`src/rtl/seg_scan.sv`:
```
// seg_scan: four-digit multiplexed seven-segment driver with frame-synchronous
// shadow registers and a hold input for lap display.
// Optional build macro: LEADING_ZERO_BLANK_EN blanks leading zero digits 3..1.
module seg_scan #(
  parameter int unsigned REFRESH_DIV = 100000,
  parameter int unsigned DIV_WIDTH   = 17
) (
  input  logic       clk,
  input  logic       rst,
  input  logic [3:0] d0,
  input  logic [3:0] d1,
  input  logic [3:0] d2,
  input  logic [3:0] d3,
  input  logic [3:0] dp_mask,
  input  logic       hold,
  output logic [3:0] an,
  output logic [6:0] seg,
  output logic       dp
);

  localparam logic [DIV_WIDTH-1:0] TC_VAL = DIV_WIDTH'(REFRESH_DIV - 1);

  logic [DIV_WIDTH-1:0] presc_q, presc_d;
  logic [1:0]           idx_q, idx_d;
  logic [3:0][3:0]      sh_q, sh_d;
  logic [3:0]           sh_dp_q, sh_dp_d;
  logic [3:0]           an_q, an_d;
  logic [6:0]           seg_q, seg_d;
  logic                 dp_q, dp_d;
  logic                 tc_c;
  logic                 blank_c;
  logic [3:0]           cur_c;

  // BCD to active-low {g,f,e,d,c,b,a}; illegal codes show blank
  function automatic logic [6:0] decode7(input logic [3:0] v);
    logic [6:0] s;
    case (v)
      4'd0:    s = 7'h40;
      4'd1:    s = 7'h79;
      4'd2:    s = 7'h24;
      4'd3:    s = 7'h30;
      4'd4:    s = 7'h19;
      4'd5:    s = 7'h12;
      4'd6:    s = 7'h02;
      4'd7:    s = 7'h78;
      4'd8:    s = 7'h00;
      4'd9:    s = 7'h10;
      default: s = 7'h7F;
    endcase
    return s;
  endfunction

  // Prescaler, digit index and frame-boundary shadow load
  always_comb begin
    tc_c    = (presc_q == TC_VAL);
    presc_d = tc_c ? '0 : presc_q + DIV_WIDTH'(1);
    idx_d   = tc_c ? idx_q + 2'd1 : idx_q;
    sh_d    = sh_q;
    sh_dp_d = sh_dp_q;
    if (tc_c && (idx_q == 2'd3) && !hold) begin
      sh_d    = {d3, d2, d1, d0};
      sh_dp_d = dp_mask;
    end
  end

  // Output pattern for the digit currently selected by idx
  always_comb begin
    cur_c   = sh_q[idx_q];
    blank_c = 1'b0;
`ifdef LEADING_ZERO_BLANK_EN
    // Blank when this digit and every digit above it is zero; digit 0 always shows
    blank_c = (idx_q != 2'd0) && ((16'(sh_q) >> {idx_q, 2'b00}) == 16'd0);
`endif
    an_d  = ~(4'b0001 << idx_q);
    seg_d = blank_c ? 7'h7F : decode7(cur_c);
    dp_d  = ~sh_dp_q[idx_q];
  end

  // Registers with synchronous active-high reset
  always_ff @(posedge clk) begin
    if (rst) begin
      presc_q <= '0;
      idx_q   <= 2'd0;
      sh_q    <= '0;
      sh_dp_q <= 4'd0;
      an_q    <= 4'b1111;
      seg_q   <= 7'h7F;
      dp_q    <= 1'b1;
    end else begin
      presc_q <= presc_d;
      idx_q   <= idx_d;
      sh_q    <= sh_d;
      sh_dp_q <= sh_dp_d;
      an_q    <= an_d;
      seg_q   <= seg_d;
      dp_q    <= dp_d;
    end
  end

  assign an  = an_q;
  assign seg = seg_q;
  assign dp  = dp_q;

endmodule

```
`config.mk`:
```
export PLATFORM = sky130hd
export DESIGN_NAME = seg_scan
export DESIGN_NICKNAME = d
export VERILOG_FILES = /design/src/rtl/seg_scan.sv
export SDC_FILE = /design/constraint.sdc
export NUM_CORES = 1
export LEC_CHECK = 0
export ABC_AREA = 1
export CAP_MARGIN = 40
export CORE_UTILIZATION = 45
export CTS_CLUSTER_SIZE = 20
export DETAILED_ROUTE_END_ITERATION = 6
export GPL_ROUTABILITY_DRIVEN = 0
export HOLD_SLACK_MARGIN = 0.05
export PLACE_DENSITY = 0.8
export SKIP_LAST_GASP = 1
export SYNTH_ARGS = -nofsm -noshare
export SYNTH_HDL_FRONTEND = slang
export SYNTH_SLANG_ARGS = --single-unit
export TNS_END_PERCENT = 20
```
`constraint.sdc`:
```
create_clock -name clk -period 1.5 [get_ports clk]
set_input_delay 0.3 -clock clk [delete_from_list [all_inputs] [get_ports clk]]
set_output_delay 0.3 -clock clk [all_outputs]
set_load 0.01 [all_outputs]
```
---- Word level (Yosys, flattened, before mapping) ----
Memories as Yosys holds them, arrays and structs flattened. A register that Yosys moved wholly into a read port is not among the register bits.
Index checks and enable logic that the tools add are counted.
operators by class
  eq/ne operators ......................... 2
  shift-type cells ........................ 1
  mux-type cells .......................... 4
  bitwise operators ....................... 2
  add/subtract/negate cells ............... 2
  $lt $le $gt $ge ......................... 1
  reductions and logical operators ........ 4
operator list
  operator               count
  $add 17x1->17 const B  1
  $eq 17x17->1 const B   1
  $bmux 4 s2             1
  $mux 4                 1
  $not 4->4              1
  $shl 1x2->4 const A    1
  $lt 2x3->1 const B     1
  $add 2x1->2 const B    1
  $bmux 1 s2             1
  $eq 2x2->1 const B     1
  $logic_and 1x1->1      2
  $reduce_or 2->1        1
  $logic_not 1->1        1
  $mux 1                 1
  $not 1->1              1
storage, ports and cells
  register bits after elaboration ......... 44
  bits of input ports ..................... 23
  output and inout bits ................... 12
  memories kept ........................... 1
  word-level logic and storage cells ...... 26
  bits in read-only memories .............. 112
memories
  memory           words  bits a word  read ports  clocked after Yosys merged registers in  write ports  line  source
  (no name shown)  16     7            1           1                                        0            37    case (v)

---- Logic depth before layout (Yosys ltp) ----
  depth after elaboration ................. 3
  mapped depth ............................ 10
  gate-level depth less buffers ........... 10

---- Least setup slack after synthesis ----
Ideal clock, no wire load.
  path kind ............................... flip-flop to flip-flop
  from .................................... register idx_q[0]
  to ...................................... register seg_q[5], in the netlist seg[5]
  library setup time ...................... 0.118 ns
  required time ........................... 1.382 ns
  cell stages (with the launch flop) ...... 11
  path buffers ............................ 0
  period minus slack after synthesis ...... 1.467 ns
  slack ................................... 0.033 ns
  arrival time ............................ 1.349 ns
  cells stage by stage .................... dfxtp_1 inv_2 nand2_1 nand3_1 nand2_1 inv_1 ha_1 o21ai_2 inv_1 nand2_1 nand2_1
between the ends
  longest elaborated chain between the ends .. 2
ends and longest elaborated chain
  element                       line  source
  start, declared               24    logic [1:0] idx_q, idx_d;
  start signal, assigned        91    idx_q <= idx_d;
  $bmux 4 s2                    68    cur_c = sh_q[idx_q];
  $mux 4 (implied by the code)  68
  end, declared                 28    logic [6:0] seg_q, seg_d;
Every way passes these cells. The select of a mux whose other input is x is not followed.
A chain may end at the register's enable or synchronous reset.

---- Final worst setup path ----
  from .................................... register presc_q[1]
  to ...................................... register sh_q[10] (netlist bit)
between the ends
  longest elaborated chain between the ends .. 3
ends and longest elaborated chain
  element                          line  source
  start, declared                  23    logic [DIV_WIDTH-1:0] presc_q, presc_d;
  start signal, assigned           90    presc_q <= presc_d;
  $eq 17x17->1                     55    tc_c = (presc_q == TC_VAL);
  $logic_and 1x1->1 (2 in series)  60    if (tc_c && (idx_q == 2'd3) && !hold) begin
  end signal, assigned             84    sh_q <= '0;
  end signal, assigned             92    sh_q <= sh_d;
  end, declared                    25    logic [3:0][3:0] sh_q, sh_d;
Every way passes these cells.

==> flow_summary.toml <==
[status]
status = "finished, violations left"
violations = "negative setup slack"

[route]
drtIter0Drc = 103
drtAntennaViolNets = 0
num_vias = 2187
remaining_drc_errors = 0
wl_per_cell_um = 11.4
routed_wl_mm = 5.42
post_drt_via_cell_ratio = 4.61
drt_first_pass_iters = 4

[clock_tree]
cts-root-buf = "clkbuf_8"
cts_made_buffers = 5
htreeDepth = 2
clock_latency_ns = 0.31
path_clk_slew_ns = 0.09
cts.sinks = 51
ctsHoldBuffers = 0
clock_path_buffers = 2
cts_tree = "done"

[cells_and_area]
fin_util_pct = 61.7
regArea_sq_um = 1030
layout-drive-gt1-share_pct = 15.1
synthToLayoutAreaGrowth_pct = 31.5
nets = 436
fillers = 466
multi_input_area_sq_um = 1210
diodes = 0
final_cells = 474

[yosys]
ys_top_cells_by_count = "102 x nand2_1, 74 x nor2_1, 51 x dfxtp_1"
yosys_warnings = 0
synth-xor-area-share_pct = 2.56
synth_largest_area_cell = "dfxtp_1"
ys_types = 24
synth_edf_count = 0
syn_avg_cell_area_sq_um = 6.88
yosys-top-cells-area = "dfxtp_1 43%, nand2_1 16%, nor2_1 12%, inv_1 6.1%, ha_1 5.2%"
synth-compound-area-share_pct = 5.02
ys_seq_elements = 51
yosysMostFrequentCell = "nand2_1"
yosys.area.top_type_share_pct = 42.6
syn-cell-area_sq_um = 2390
synth_nets = 381
yosys.area_share.simple_pct = 35.4
ys_seq_area_share_pct = 42.6
synth_cells = 348
synth_top_family_by_area = "simple AND/OR/NAND/NOR gates"
synth_ff_type = "dfxtp_1"
synth.area.mux_share_pct = 0
synth-async-reset-ratio_pct = 0
synthAdderAreaFrac_pct = 5.22

[timing]
worstMarginPinSlew_ns = 0.440
tns_ns = -0.122
hold_violations = 0
fin_ws_ns = -0.0471
fmax_ghz = 0.646
skew_ns = 0.0125
period_needed_ns = 1.55
report.final.setup_viol = 6
rsz0062_at_grt = "yes"
finalCritPeriodShare_pct = 103
final-max-slew-violation-count = 0
slew_headroom_pct = 70.5

[hold_path]
holdPathStages = 2
min_path_type = "reg2reg"

[critical_path]
critPathArrivalTime_ns = 1.76
crit_start = "presc_q[1]$_SDFF_PP0_"
path_max_fanout = 10
regToRegEndpoint = "sh_q[10]$_SDFFE_PP0P_"
cp-endpoint = "sh_q[10]$_SDFFE_PP0P_"
worst_setup_path_end_kind = "register"
regToRegSetupSlack_ns = -0.05
cp.required_ns = 1.71
start_kind = "register"
timing.rr.start = "presc_q[1]$_SDFF_PP0_"
crit_type = "reg2reg"
r2r_cells = 9

[place]
pre_cts_ws_ns = -0.0539
place_inst = 458
portBuffers = 34
hpwl_mm = 3.43

[floorplan]
start_util_pct = 46.9
core-area_sq_um = 5110
io_pins = 35
dieArea_sq_um = 5620
row_count = 26
fp.dieH_um = 75.0
die_w_um = 75.0

[pwr]
p_per_area_nw_per_um2 = 727
vdd_drop_max_uv = 350
totalPowerFinal_mw = 2.29
p_leak_nw = 1.43

[global_route]
grt_pass1_wl_mm = 7.49
grt_max_degree = 41
antenna_found_initial = 0
grt_pass1_vias = 1776
grt_usage_pct = 17.6
grt_overflow = 0

[run]
max-cap-violations = 0
-- worst max-delay path, stage by stage (launching register included) --
cell and delay [ns]:
dfxtp_2 0.37, ha_4 0.15, nand2_4 0.06, nor2_4 0.12, inv_2 0.06, nor2_4 0.11
nand3_4 0.17, clkbuf_16 0.22, nor2_1 0.12, nor2_1 0.06
-- per-stage QoR --
stage	area [sq um]	hold WS (ns)
finish	3150	0.500
global route	3150	0.533
CTS	2970	0.462
detailed placement	2890	0.445
global placement	2890	0.430
floorplan	2390	0.393
-- sequential cells by signal, indices dropped and copies added (netlist names) --
| name | cells |
|---|---|
| dp | 1 |
| idx_q | 2 |
| sh_q | 16 |
| presc_q | 17 |
| sh_dp_q | 4 |
| seg | 7 |
| an | 4 |
-- area by class of cell --
class	count	share of cell area, %
multi-input cells	245	38.3
flip-flops and latches	51	32.7
repair buffers	56	18.4
inverters	44	5.32
well taps	70	2.78
clock buffers	7	2.42
clock inverters	1	0.159
-- report_power, final --
| group | internal (mW) | leakage [nW] | switching, mW |
|---|---|---|---|
| clock network | 0.329 | 0.0422 | 0.442 |
| registers | 1.37 | 0.416 | 0.00970 |
| logic | 0.0878 | 0.971 | 0.0515 |
-- cells by family after synthesis --
family          count (synthesis)
flops                          51
buf+inv                        52
xor+xnor                        7
compound gates                 21
simple gates                  207
fa+ha+maj                      10
-- worst min path at each step --
stage	start	endpoint	slack (ns)
finish	presc_q[14]$_SDFF_PP0_	presc_q[14]$_SDFF_PP0_	0.50
floorplan	rst	seg[1]$_SDFF_PP1_	0.39
detailed placement	presc_q[0]$_SDFF_PP0_	presc_q[0]$_SDFF_PP0_	0.44
CTS	presc_q[0]$_SDFF_PP0_	presc_q[0]$_SDFF_PP0_	0.46
global placement	presc_q[0]$_SDFF_PP0_	presc_q[0]$_SDFF_PP0_	0.43
global route	presc_q[14]$_SDFF_PP0_	presc_q[14]$_SDFF_PP0_	0.53
-- metal layers --
metal  up-vias  routed length [um]  GRT usage, %
met5         -                   0             0
met2        40                2600          29.2
met4         0                  98          7.13
met3         7                 171          4.55
met1       984                2550          21.7
li1       1156                   -             -
-- cell usage in the layout (no fill, tap or decap), types with 2 or more instances in the layout --
| cell | netlist | routed |
|---|---|---|
| clkbuf_1 | 2 | 2 |
| buf_6 | 2 | 2 |
| nand4_1 | 3 | 3 |
| a21oi_1 | 10 | 10 |
| xor2_1 | 5 | 5 |
| clkbuf_8 | 0 | 5 |
| nand2_1 | 102 | 98 |
| nor2_1 | 74 | 69 |
| nor2_2 | 0 | 5 |
| dfxtp_1 | 51 | 47 |
| nor2_4 | 2 | 2 |
| nand2_2 | 5 | 7 |
| xnor2_1 | 2 | 2 |
| dfxtp_2 | 0 | 3 |
| ha_1 | 10 | 9 |
| clkdlybuf4s50_1 | 0 | 34 |
| o21ai_0 | 8 | 8 |
| nand3_1 | 14 | 14 |
| or2_2 | 3 | 3 |
| clkbuf_16 | 0 | 3 |
| inv_2 | 5 | 5 |
| nor3_1 | 3 | 3 |
| inv_1 | 39 | 38 |
| nand2_4 | 0 | 2 |
| buf_4 | 2 | 16 |
-- repair_timing --
action                     CTS  global route
resized for setup            1            20
cloned                       0             5
setup endpoints to repair    7            46
setup buffers                0             3
pin swaps                    0             6
No activity file was read; power rests on OpenSTA's default activity.
